## src/rtl/ctrl_pipeline_if.sv

```systemverilog
// ctrl_pipeline_if: decode-stage control bundle in; per-stage datapath controls and hazard/branch signals out.
interface ctrl_pipeline_if #(parameter int REG_W = 5, parameter int ALUOP_W = 3);
    logic               id_valid, id_reg_dst, id_branch, id_mem_read, id_mem_reg, id_mem_write, id_alu_src, id_reg_write;
    logic [ALUOP_W-1:0] id_alu_op;
    logic [REG_W-1:0]   id_rs, id_rt, id_rd;
    logic               ex_zero;
    logic               ex_valid, ex_alu_src;
    logic [ALUOP_W-1:0] ex_alu_op;
    logic [REG_W-1:0]   ex_dst;
    logic               mem_valid, mem_mem_read, mem_mem_write;
    logic               wb_valid, wb_reg_write, wb_mem_reg;
    logic [REG_W-1:0]   wb_dst;
    logic               stall, flush, pc_src;

    modport master (
        output id_valid, id_reg_dst, id_branch, id_mem_read, id_mem_reg, id_mem_write, id_alu_src, id_reg_write,
               id_alu_op, id_rs, id_rt, id_rd, ex_zero,
        input  ex_valid, ex_alu_src, ex_alu_op, ex_dst, mem_valid, mem_mem_read, mem_mem_write,
               wb_valid, wb_reg_write, wb_mem_reg, wb_dst, stall, flush, pc_src
    );

    modport slave (
        input  id_valid, id_reg_dst, id_branch, id_mem_read, id_mem_reg, id_mem_write, id_alu_src, id_reg_write,
               id_alu_op, id_rs, id_rt, id_rd, ex_zero,
        output ex_valid, ex_alu_src, ex_alu_op, ex_dst, mem_valid, mem_mem_read, mem_mem_write,
               wb_valid, wb_reg_write, wb_mem_reg, wb_dst, stall, flush, pc_src
    );
endinterface

```

## src/rtl/ctrl_pipeline.sv

```systemverilog
// ctrl_pipeline: ID/EX, EX/MEM, MEM/WB control registers with load-use stall and EX branch flush.
module ctrl_pipeline #(
    parameter int REG_W   = 5,
    parameter int ALUOP_W = 3
) (
    input  logic          clk,
    input  logic          rst_n,
    ctrl_pipeline_if.slave bus
);
    typedef struct packed {
        logic               valid, reg_dst, branch, mem_read, mem_reg, mem_write, alu_src, reg_write;
        logic [ALUOP_W-1:0] alu_op;
        logic [REG_W-1:0]   rt, rd;
    } idex_t;

    typedef struct packed {
        logic             valid, mem_read, mem_write, mem_reg, reg_write;
        logic [REG_W-1:0] dst;
    } exmem_t;

    typedef struct packed {
        logic             valid, mem_reg, reg_write;
        logic [REG_W-1:0] dst;
    } memwb_t;

    idex_t            idex_q, idex_d;
    exmem_t           exmem_q, exmem_d;
    memwb_t           memwb_q, memwb_d;
    logic [REG_W-1:0] ex_dst;
    logic             pc_src, hazard;

    always_comb begin
        ex_dst = idex_q.reg_dst ? idex_q.rd : idex_q.rt;
        pc_src = idex_q.valid & idex_q.branch & bus.ex_zero;
        hazard = bus.id_valid & idex_q.valid & idex_q.mem_read & (ex_dst != '0) &
                 ((ex_dst == bus.id_rs) | (ex_dst == bus.id_rt));
        // Flush, stall and invalid decode all load an all-zero bubble
        idex_d = (bus.id_valid && !pc_src && !hazard) ? idex_t'{
            valid: 1'b1, reg_dst: bus.id_reg_dst, branch: bus.id_branch, mem_read: bus.id_mem_read,
            mem_reg: bus.id_mem_reg, mem_write: bus.id_mem_write, alu_src: bus.id_alu_src,
            reg_write: bus.id_reg_write, alu_op: bus.id_alu_op, rt: bus.id_rt, rd: bus.id_rd} : '0;
        exmem_d = '{valid: idex_q.valid, mem_read: idex_q.mem_read, mem_write: idex_q.mem_write,
                    mem_reg: idex_q.mem_reg, reg_write: idex_q.reg_write & (ex_dst != '0), dst: ex_dst};
        memwb_d = '{valid: exmem_q.valid, mem_reg: exmem_q.mem_reg, reg_write: exmem_q.reg_write, dst: exmem_q.dst};
    end

    always_ff @(posedge clk or negedge rst_n) begin
        if (!rst_n) begin
            idex_q  <= '0;
            exmem_q <= '0;
            memwb_q <= '0;
        end else begin
            idex_q  <= idex_d;
            exmem_q <= exmem_d;
            memwb_q <= memwb_d;
        end
    end

    assign bus.ex_valid      = idex_q.valid;
    assign bus.ex_alu_src    = idex_q.alu_src;
    assign bus.ex_alu_op     = idex_q.alu_op;
    assign bus.ex_dst        = ex_dst;
    assign bus.mem_valid     = exmem_q.valid;
    assign bus.mem_mem_read  = exmem_q.mem_read;
    assign bus.mem_mem_write = exmem_q.mem_write;
    assign bus.wb_valid      = memwb_q.valid;
    assign bus.wb_reg_write  = memwb_q.reg_write;
    assign bus.wb_mem_reg    = memwb_q.mem_reg;
    assign bus.wb_dst        = memwb_q.dst;
    assign bus.pc_src        = pc_src;
    assign bus.flush         = pc_src;
    assign bus.stall         = hazard & ~pc_src;
endmodule

```

## src/flat_wrapper.sv

```systemverilog
// flat-port wrapper written by rule: the top's interface ports become plain ports
module ctrl_pipeline_flat 
#(
    parameter int REG_W   = 5,
    parameter int ALUOP_W = 3
)
  (clk, rst_n, bus_id_valid, bus_id_reg_dst, bus_id_branch, bus_id_mem_read, bus_id_mem_reg, bus_id_mem_write, bus_id_alu_src, bus_id_reg_write, bus_id_alu_op, bus_id_rs, bus_id_rt, bus_id_rd, bus_ex_zero, bus_ex_valid, bus_ex_alu_src, bus_ex_alu_op, bus_ex_dst, bus_mem_valid, bus_mem_mem_read, bus_mem_mem_write, bus_wb_valid, bus_wb_reg_write, bus_wb_mem_reg, bus_wb_dst, bus_stall, bus_flush, bus_pc_src);
  ctrl_pipeline_if #(.REG_W(REG_W), .ALUOP_W(ALUOP_W)) bus_i ();
  input  logic clk;
  input  logic rst_n;
  input wire logic [$bits(bus_i.id_valid)-1:0] bus_id_valid;
  input wire logic [$bits(bus_i.id_reg_dst)-1:0] bus_id_reg_dst;
  input wire logic [$bits(bus_i.id_branch)-1:0] bus_id_branch;
  input wire logic [$bits(bus_i.id_mem_read)-1:0] bus_id_mem_read;
  input wire logic [$bits(bus_i.id_mem_reg)-1:0] bus_id_mem_reg;
  input wire logic [$bits(bus_i.id_mem_write)-1:0] bus_id_mem_write;
  input wire logic [$bits(bus_i.id_alu_src)-1:0] bus_id_alu_src;
  input wire logic [$bits(bus_i.id_reg_write)-1:0] bus_id_reg_write;
  input wire logic [$bits(bus_i.id_alu_op)-1:0] bus_id_alu_op;
  input wire logic [$bits(bus_i.id_rs)-1:0] bus_id_rs;
  input wire logic [$bits(bus_i.id_rt)-1:0] bus_id_rt;
  input wire logic [$bits(bus_i.id_rd)-1:0] bus_id_rd;
  input wire logic [$bits(bus_i.ex_zero)-1:0] bus_ex_zero;
  output wire logic [$bits(bus_i.ex_valid)-1:0] bus_ex_valid;
  output wire logic [$bits(bus_i.ex_alu_src)-1:0] bus_ex_alu_src;
  output wire logic [$bits(bus_i.ex_alu_op)-1:0] bus_ex_alu_op;
  output wire logic [$bits(bus_i.ex_dst)-1:0] bus_ex_dst;
  output wire logic [$bits(bus_i.mem_valid)-1:0] bus_mem_valid;
  output wire logic [$bits(bus_i.mem_mem_read)-1:0] bus_mem_mem_read;
  output wire logic [$bits(bus_i.mem_mem_write)-1:0] bus_mem_mem_write;
  output wire logic [$bits(bus_i.wb_valid)-1:0] bus_wb_valid;
  output wire logic [$bits(bus_i.wb_reg_write)-1:0] bus_wb_reg_write;
  output wire logic [$bits(bus_i.wb_mem_reg)-1:0] bus_wb_mem_reg;
  output wire logic [$bits(bus_i.wb_dst)-1:0] bus_wb_dst;
  output wire logic [$bits(bus_i.stall)-1:0] bus_stall;
  output wire logic [$bits(bus_i.flush)-1:0] bus_flush;
  output wire logic [$bits(bus_i.pc_src)-1:0] bus_pc_src;
  assign bus_i.id_valid = bus_id_valid;
  assign bus_i.id_reg_dst = bus_id_reg_dst;
  assign bus_i.id_branch = bus_id_branch;
  assign bus_i.id_mem_read = bus_id_mem_read;
  assign bus_i.id_mem_reg = bus_id_mem_reg;
  assign bus_i.id_mem_write = bus_id_mem_write;
  assign bus_i.id_alu_src = bus_id_alu_src;
  assign bus_i.id_reg_write = bus_id_reg_write;
  assign bus_i.id_alu_op = bus_id_alu_op;
  assign bus_i.id_rs = bus_id_rs;
  assign bus_i.id_rt = bus_id_rt;
  assign bus_i.id_rd = bus_id_rd;
  assign bus_i.ex_zero = bus_ex_zero;
  assign bus_ex_valid = bus_i.ex_valid;
  assign bus_ex_alu_src = bus_i.ex_alu_src;
  assign bus_ex_alu_op = bus_i.ex_alu_op;
  assign bus_ex_dst = bus_i.ex_dst;
  assign bus_mem_valid = bus_i.mem_valid;
  assign bus_mem_mem_read = bus_i.mem_mem_read;
  assign bus_mem_mem_write = bus_i.mem_mem_write;
  assign bus_wb_valid = bus_i.wb_valid;
  assign bus_wb_reg_write = bus_i.wb_reg_write;
  assign bus_wb_mem_reg = bus_i.wb_mem_reg;
  assign bus_wb_dst = bus_i.wb_dst;
  assign bus_stall = bus_i.stall;
  assign bus_flush = bus_i.flush;
  assign bus_pc_src = bus_i.pc_src;
  ctrl_pipeline #(.REG_W(REG_W), .ALUOP_W(ALUOP_W)) u_core (.clk(clk), .rst_n(rst_n), .bus(bus_i));
endmodule
```

## config.mk

```make
export PLATFORM = sky130hd
export DESIGN_NAME = ctrl_pipeline_flat
export DESIGN_NICKNAME = d
export VERILOG_FILES = /design/src/rtl/ctrl_pipeline_if.sv /design/src/rtl/ctrl_pipeline.sv /design/src/flat_wrapper.sv
export SDC_FILE = /design/constraint.sdc
export NUM_CORES = 1
export LEC_CHECK = 0
export ABC_CLOCK_PERIOD_IN_PS = 1900
export CORE_ASPECT_RATIO = 1.5
export CORE_UTILIZATION = 44
export CTS_CLUSTER_SIZE = 40
export DETAILED_ROUTE_END_ITERATION = 10
export PLACE_DENSITY = 0.82
export SLEW_MARGIN = 20
export SYNTH_ARGS = -nofsm -noshare
export SYNTH_HDL_FRONTEND = slang
export SYNTH_SLANG_ARGS = --single-unit
```

## constraint.sdc

```tcl
create_clock -name clk -period 1.9 [get_ports clk]
set_input_delay 0.285 -clock clk [delete_from_list [all_inputs] [get_ports clk]]
set_output_delay 0.285 -clock clk [all_outputs]
set_load 0.02 [all_outputs]
```

Yosys cells after proc, flatten, opt, wreduce, memory -nomap -nowiden

Cells that the tools add are included.
Widths: inputs -> output; s select.

Register bits: 39
Latch bits: 0
RAM bits: 0
Bits in read-only memories: 0
Input bits: 29
Output and inout port bits: 24
Logic and storage cells: 40
Memories: 0

$add $sub $neg: 0
Multipliers: 0
Div/mod/pow operators: 0
$lt $le $gt $ge: 0
Equality and inequality tests: 2
Shift operators: 0
Multiplexer cells: 2
Bitwise gates (word level): 10
Reduce and logical (&&, ||, !) cells: 5

Operators by type and width:

| operator          | number |
|---|---|
| $mux 21           | 1 |
| $eq 5x5->1        | 2 |
| $and 1x1->1       | 8 |
| $mux 5            | 1 |
| $reduce_bool 5->1 | 1 |
| $logic_and 1x1->1 | 2 |
| $logic_not 1->1   | 2 |
| $not 1->1         | 1 |
| $or 1x1->1        | 1 |

Longest topological paths before layout

Gate-level depths: netlist of run 1.

Word-level depth: 7
Depth in mapped cells: 8
Mapped depth without buffers: 6

Least setup slack after synthesis of run 1

OpenSTA, ideal clock, no wires.

Path kind: register to output
From: reg u_core.idex_q[19] (netlist name)
To: out bus_stall
Arrival time: 1750 ps
Slack: -135 ps
Stages on the path, launching flop included: 8
Path buffers: 1
Path through: dfrtp_1 buf_6 mux2i_2 xnor2_1 nor3_2 nand3_1 a21oi_2 a21boi_1

Longest elaborated chain between the ends: 5
Elaborated cells on any way between the ends: 8

RTL lines:

| what                                                   | RTL line                                 | source |
|---|---|---|
| start: declaration                                     | ctrl_pipeline.sv:26                      | `idex_t idex_q, idex_d;` |
| start signal: assignment                               | ctrl_pipeline.sv:53                      | `idex_q <= idex_d;` |
| $mux 5 (*)                                             | ctrl_pipeline.sv:33                      | `ex_dst = idex_q.reg_dst ? idex_q.rd : idex_q.rt;` |
| $eq 5x5->1 / $reduce_bool 5->1 (equally long branches) | ctrl_pipeline.sv:36, ctrl_pipeline.sv:35 |  |
| $or 1x1->1 / $and 1x1->1 (equally long branches)       | ctrl_pipeline.sv:36, ctrl_pipeline.sv:35 |  |
| $and 1x1->1 (*)                                        | ctrl_pipeline.sv:35                      | `hazard = bus.id_valid & idex_q.valid & idex_q.mem_read & (ex_dst != '0) &` |
| $and 1x1->1 (*)                                        | ctrl_pipeline.sv:72                      | `assign bus.stall = hazard & ~pc_src;` |
| end: declaration                                       | flat_wrapper.sv:35                       | `output wire logic [$bits(bus_i.stall)-1:0] bus_stall;` |

Every way passes the cells marked *; elsewhere a longest branch is shown, timed or not.

Final worst setup path of run 1

Ends and elaborated chain as after synthesis.

==> impl_metrics.csv, run 1 <==
group,metric,value,unit
outcome,outcome,"finished, violations left",
outcome,violations,"setup timing",
sta,setup_violations,13,
run,max_cap_viol_count,0,
clock_tree,htree_levels,2,
final_layout,n_fill_cell,256,
sta,fin_crit,2.27,ns
sta,max_freq,0.440,GHz
placement,dp_hpwl,2.25,mm
worst_setup_path,criticalPathCategory,"reg -> out",
power,p_leak,0.000994,µW
sta,fin_skew,0.00544,ns
final_layout,largest_register,"u_core.idex_q",
sta,fin_crit_sh,120,%
route,num_vias,978,
yosys,synth_cell_type_count,20,
sta,maxSlewViolCount,0,
route,drc,0,
placement,dpl.cell_count,192,
worst_setup_path,setup.worst_path.end_class,"output port",
yosys,syn_area,1540,µm²
power,power_density,778,nW/µm²
floorplan,core_area,3250,µm²
clock_tree,clock_sinks,39,
power,intPower,1310,µW
sta,rsz0062_at_grt,"yes",
floorplan,rows,25,
yosys,synth_edf_count,0,
placement,io_buffers,52,
final_layout,largest_reg_flops,13,
final_layout,seqCellArea,977,µm²
clock_tree,clk_pin_slew,0.07,ns
floorplan,die_h,74.4,µm
clock_tree,clkLatencyLatePin,0.29,ns
floorplan,die_area,3740,µm²
global_route,grt_usage,19.4,%
route,drt-wirelength-per-cell,15.1,µm
power,ir_drop,0.610,mV
global_route,grt_pass1_vias,1072,
yosys,synth_seq_cells,39,
power,p_comb_share,18.1,%
yosys,ys.flop_type,"dfrtp_1",
yosys,synth_cells,107,
worst_setup_path,path_cells,"buf_12, mux2i_4, xnor2_1, nor3_2, nand3_1, a21oi_2, a21boi_4, buf_6",
clock_tree,cts_made_buffers,5,
power,p_switching,428,µW
sta,worst_pin_slew,0.829,ns
final_layout,drive_gt1_share,29.0,%
yosys,synth_nets,136,
final_layout,stdcell_area,2230,µm²
route,wl,3.05,mm
worst_setup_path,path_max_fanout,5,
yosys,yosys_warnings,0,
placement,placedInstanceArea,2060,µm²
global_route,antenna_found_initial,0,
route,via_per_inst,4.84,
placement,place_congestion,0.807,
global_route,grt-ovfl-total,0,
power,clock_power_share,29.7,%
route,drtPass1Iterations,4,
sta,fin_hold_ws,0.0913,ns
power,netSwitchingFraction,24.7,%
yosys,ys_seq_area_share,63.4,%
floorplan,die_w,50.3,µm
yosys,synth.avg_cell_area,14.4,µm²
clock_tree,cts_max_path_buffers,2,
worst_setup_path,crit_arrival,1.99,ns
sta,relSlewSlack,44.8,%
worst_setup_path,startpoint_type,"register",
final_layout,antenna_cells,0,
final_layout,multi_input_comb_area,527,µm²
floorplan,ios,53,
final_layout,fin_cells,202,
route,final_antenna_net_count,0,
global_route,grt_pass1_wl,4.99,mm
hold_path,hp-class,"in -> async",
power,power,1740,µW
power,p_seq_share,52.2,%
route,drtIter0Drc,14,
placement,dp_slack,-0.685,ns
global_route,grt_start_max_net_pins,40,
sta,hold_viol_final,0,
final_layout,area_growth,45.0,%
floorplan,start_util,47.3,%
final_layout,final_nets,190,
clock_tree,cts_hold_buf,0,
worst_setup_path,cp_data_required_time,1.62,ns
worst_setup_path,crit_path_top_delay_cell,"dfrtp_2",
clock_tree,clock-root-buffer,"clkbuf_8",
sta,worst_slack,-0.374,ns
clock_tree,cts_tree,"yes",
yosys,ys_async_sr_fraction,100,%
worst_setup_path,slowest_delay,0.43,ns
## path summary, 6_finish.rpt
| kind | start | end | slack, ns | cells after the start |
|---|---|---|---|---|
| hold / removal | rst_n | u_core.bus.mem_mem_write | 0.09 | 1 |
| max in group asynchronous | rst_n | u_core.idex_q[19] | 1.23 | 1 |
| min in group clk | u_core.exmem_d[6] | u_core.exmem_q[6] | 0.35 | 0 |
| setup / recovery | u_core.idex_q[19] | bus_stall | -0.37 | 8 |
| hold reg to reg | u_core.exmem_d[6] | u_core.exmem_q[6] | 0.35 | 0 |
| setup reg to reg | u_core.idex_q[19] | u_core.exmem_d[8] | -0.05 | 8 |
## metal layers
layer	global-route usage (%)	share of wire, %
met1	18.8	32
met2	34.2	56
met3	6.54	6.5
met4	13.6	4.5
met5	0	0
## critical path: cells and delay by family (launching register included)
family,cells,cell delay (ns)
buffers and inverters,2,0.28
and+or+nand+nor,2,0.29
AOI/OAI and AO/OA,2,0.36
DFF,1,0.43
xor gates and xnor gates,1,0.15
muxes,1,0.19
## timing repair
| action | 4_1_cts | 5_1_grt |
|---|---|---|
| buffers inserted | 2 | 1 |
| resized for setup | 28 | 11 |
| hold endpoints to repair | 0 | 0 |
| endpoints found under the setup margin | 29 | 27 |
| pin swaps | 3 | 1 |
## cell type report
type	instances	share of cell area, %
clock buffers	7	3.42
clock inverters	1	0.224
inverters	6	1.01
multi-input cells	48	23.6
flip-flops and latches	39	43.8
well taps	40	2.24
repair buffers	61	25.7
## power by group through the flow
| stage | registers [µW] | clock network, µW | logic, µW |
|---|---|---|---|
| 4_1_cts | 905 | 534 | 312 |
| 3_3_place_gp | 915 | 0 | 282 |
| 3_5_place_dp | 919 | 0 | 292 |
| 5_1_grt | 909 | 567 | 336 |
| 2_1_floorplan | 935 | 0 | 124 |
| 6_report | 905 | 515 | 315 |
## cell usage after synthesis, drive strengths merged (2+ instances only)
| cell type | number | area [µm²] |
|---|---|---|
| mux2i | 5 | 65.1 |
| clkbuf | 2 | 7.51 |
| nor3 | 2 | 15.0 |
| xor2 | 2 | 17.5 |
| nand3 | 4 | 20.0 |
| inv | 6 | 22.5 |
| nor3b | 20 | 200 |
| nand2 | 2 | 7.51 |
| dfrtp | 39 | 976 |
| xnor2 | 8 | 70.1 |
| buf | 12 | 101 |
## through the flow
step / utilization (%) / TNS (ns)
floorplan: - / 0
finish: 68.6 / -0.585
global placement: 63.3 / -1.12
detailed placement: 63.3 / -3.87
CTS: 68.3 / -1.37
global route: 68.6 / -3.54
## cells in the final DEF (no fill, tap or decap)
cell type | synthesis | layout
nor2_1 | 1 | 1
clkbuf_2 | 0 | 4
clkdlybuf4s50_1 | 0 | 43
nand3_1 | 4 | 3
xnor2_2 | 0 | 2
nor3_2 | 1 | 2
xor2_1 | 2 | 2
buf_12 | 0 | 1
a21oi_2 | 1 | 1
nand2_1 | 2 | 2
dfrtp_2 | 0 | 1
inv_1 | 6 | 5
clkinv_2 | 0 | 1
a21boi_4 | 0 | 1
nor3b_2 | 10 | 10
mux2i_4 | 0 | 5
clkbuf_1 | 2 | 2
nand3_2 | 0 | 1
o21a_1 | 1 | 1
xnor2_1 | 8 | 6
buf_6 | 3 | 2
dfrtp_1 | 39 | 38
buf_4 | 9 | 7
dlygate4sd2_1 | 0 | 2
nor3b_4 | 0 | 1
nor3b_1 | 10 | 9
buf_2 | 0 | 2
o2111ai_1 | 1 | 1
inv_2 | 0 | 1
clkbuf_8 | 0 | 5
## logic make-up after synthesis
family / synth area share [%]
AND/OR/NAND/NOR: 16.0
multiplexers: 4.23
AO/OA/AOI/OAI: 2.11
buffers and inverters: 8.54
XOR/XNOR: 5.69
flip-flops: 63.4
No activity file was read; power rests on OpenSTA's default activity.
==> run 2, diff against run 1 <==
Settings changed: ABC_CLOCK_PERIOD_IN_PS 1900 to default, CORE_UTILIZATION 44 to 46, CTS_BUF_LIST from default to sky130_fd_sc_hd__clkbuf_8, PLACE_DENSITY 0.82 to 0.85.
==> run 2 against run 1 <==
Effect of this change:
- the flow still finishes with violations (setup timing)
- fmax decreased by 6.5%
- sequential cell count unchanged
- combinational power increased by 12%
- die area decreased by 4.2%
- clock power decreased by 2%
- sequential power about the same
- final area increased by 7.0%
==> impl_metrics.csv, run 2 (same netlist as run 1, synthesis figures left out) <==
group,metric,value,unit
placement,place_congestion,0.862,
worst_setup_path,path_cells,"buf_12, mux2i_4, xnor2_1, nor3_1, nand3_1, a21oi_2, a21boi_4, buf_6",
sta,setup_violations,22,
sta,hold_viol_final,0,
clock_tree,clock-root-buffer,"clkbuf_8",
worst_setup_path,cp-startpoint,"u_core.idex_q[19]",
route,drtPass1Iterations,4,
clock_tree,cts_tree,"yes",
sta,fin_crit,2.43,ns
final_layout,fin_cells,209,
global_route,grt-ovfl-total,0,
final_layout,area_growth,55.1,%
worst_setup_path,slowest_delay,0.38,ns
clock_tree,cts_max_path_buffers,2,
route,drt-wirelength-per-cell,19.1,µm
worst_setup_path,crit_path_top_delay_cell,"dfrtp_2",
floorplan,die_area,3590,µm²
sta,rsz0062_at_grt,"yes",
global_route,grt_usage,20.8,%
placement,dpl.cell_count,194,
final_layout,final_cell_mix,"clkdlybuf4s50_1 (43), dfrtp_1 (38), nor3b_2 (17)",
floorplan,start_util,48.7,%
clock_tree,clock_sinks,39,
power,p_leak,0.00107,µW
worst_setup_path,criticalPathCategory,"reg -> out",
placement,placedInstanceArea,2090,µm²
route,drtIter0Drc,20,
floorplan,ios,53,
worst_setup_path,startpoint_type,"register",
run,max_cap_viol_count,0,
outcome,violations,"setup timing",
floorplan,rows,25,
placement,io_buffers,52,
power,ir_drop,0.634,mV
floorplan,core_area,3160,µm²
clock_tree,cts_made_buffers,5,
floorplan,die_w,49.2,µm
clock_tree,htree_levels,2,
route,drc,0,
route,via_per_inst,4.97,
sta,fin_crit_sh,128,%
final_layout,final_nets,199,
worst_setup_path,cp_data_required_time,1.62,ns
floorplan,die_h,72.8,µm
worst_setup_path,path_max_fanout,5,
global_route,grt_start_max_net_pins,40,
worst_setup_path,setup.worst_path.end_class,"output port",
sta,max_freq,0.411,GHz
power,power_density,739,nW/µm²
sta,maxSlewViolCount,0,
placement,dp_hpwl,2.17,mm
route,num_vias,1038,
sta,fin_skew,0.00611,ns
sta,worst_pin_slew,0.843,ns
clock_tree,clk_pin_slew,0.07,ns
final_layout,largest_reg_flops,13,
placement,dp_slack,-0.708,ns
final_layout,stdcell_area,2390,µm²
sta,fin_hold_ws,0.0924,ns
global_route,grt_pass1_vias,1067,
sta,worst_slack,-0.534,ns
final_layout,antenna_cells,0,
global_route,antenna_found_initial,0,
final_layout,n_fill_cell,186,
worst_setup_path,worst_r2r_startpoint,"u_core.idex_q[19]",
worst_setup_path,crit_arrival,2.15,ns
final_layout,layout_commonest_cell,"clkdlybuf4s50_1",
final_layout,largest_register,"u_core.idex_q",
outcome,outcome,"finished, violations left",
route,final_antenna_net_count,0,
hold_path,hp-class,"in -> async",
route,wl,4.00,mm
final_layout,drive_gt1_share,37.3,%
global_route,grt_pass1_wl,5.12,mm
clock_tree,clkLatencyLatePin,0.29,ns
sta,relSlewSlack,43.8,%
## run 2: final cells by class
class	count	area (µm²)	area share [%]
Clock buffer	5	68.8	2.88
Clock inverter	1	3.75	0.157
Inverter	6	25.0	1.05
Multi-Input combinational cell	48	571	23.9
Sequential cell	39	977	40.9
Tap cell	40	50.0	2.10
Timing Repair Buffer	70	692	29.0
## run 2: worst paths after layout
kind	end	slack (ns)	depth (start not counted)
setup / recovery	bus_stall	-0.53	8
hold / removal	u_core.bus.wb_valid	0.09	1
setup reg to reg	u_core.exmem_d[7]	-0.22	10
min in group clk	u_core.bus.wb_reg_write	0.35	0
hold reg to reg	u_core.bus.wb_reg_write	0.35	0
max in group asynchronous	u_core.idex_q[19]	1.22	1
## run 2: what timing repair did
| action | CTS | global route |
|---|---|---|
| cloned | 0 | 2 |
| buffers inserted | 4 | 3 |
| pin swaps | 3 | 2 |
| hold buffers | 0 | 0 |
| resized for setup | 31 | 25 |
| endpoints found under the setup margin | 29 | 25 |
## run 2: routing by layer
metal / vias up / global-route usage [%] / routed length (µm)
li1: 464 / - / -
met1: 513 / 19.7 / 1410
met2: 44 / 37.1 / 2190
met3: 17 / 7.29 / 204
met4: 0 / 13.7 / 189
met5: - / 0 / 0
## run 2: worst max-delay path, delay by kind of cell, from the launching register on
kind                      cells  cell delay (ns)
muxes                         1             0.34
buffers and inverters         2             0.27
AOI/OAI and AO/OA             2             0.39
DFF                           1             0.38
and+or+nand+nor               2             0.35
xor gates and xnor gates      1             0.13
## run 2: where the power goes
group,switching [µW],internal (µW),total (µW)
Clock,266,239,505
Combinational,161,190,352
Sequential,26.6,881,908
## run 2: through the flow
step | setup TNS [ns] | util [%] | power (µW)
3_3_place_gp | -1.21 | 66.1 | 1200
6_report | -3.55 | 75.6 | 1760
2_1_floorplan | 0 | - | 1060
4_1_cts | -1.69 | 70.8 | 1730
3_5_place_dp | -4.17 | 66.1 | 1220
5_1_grt | -5.74 | 75.6 | 1820
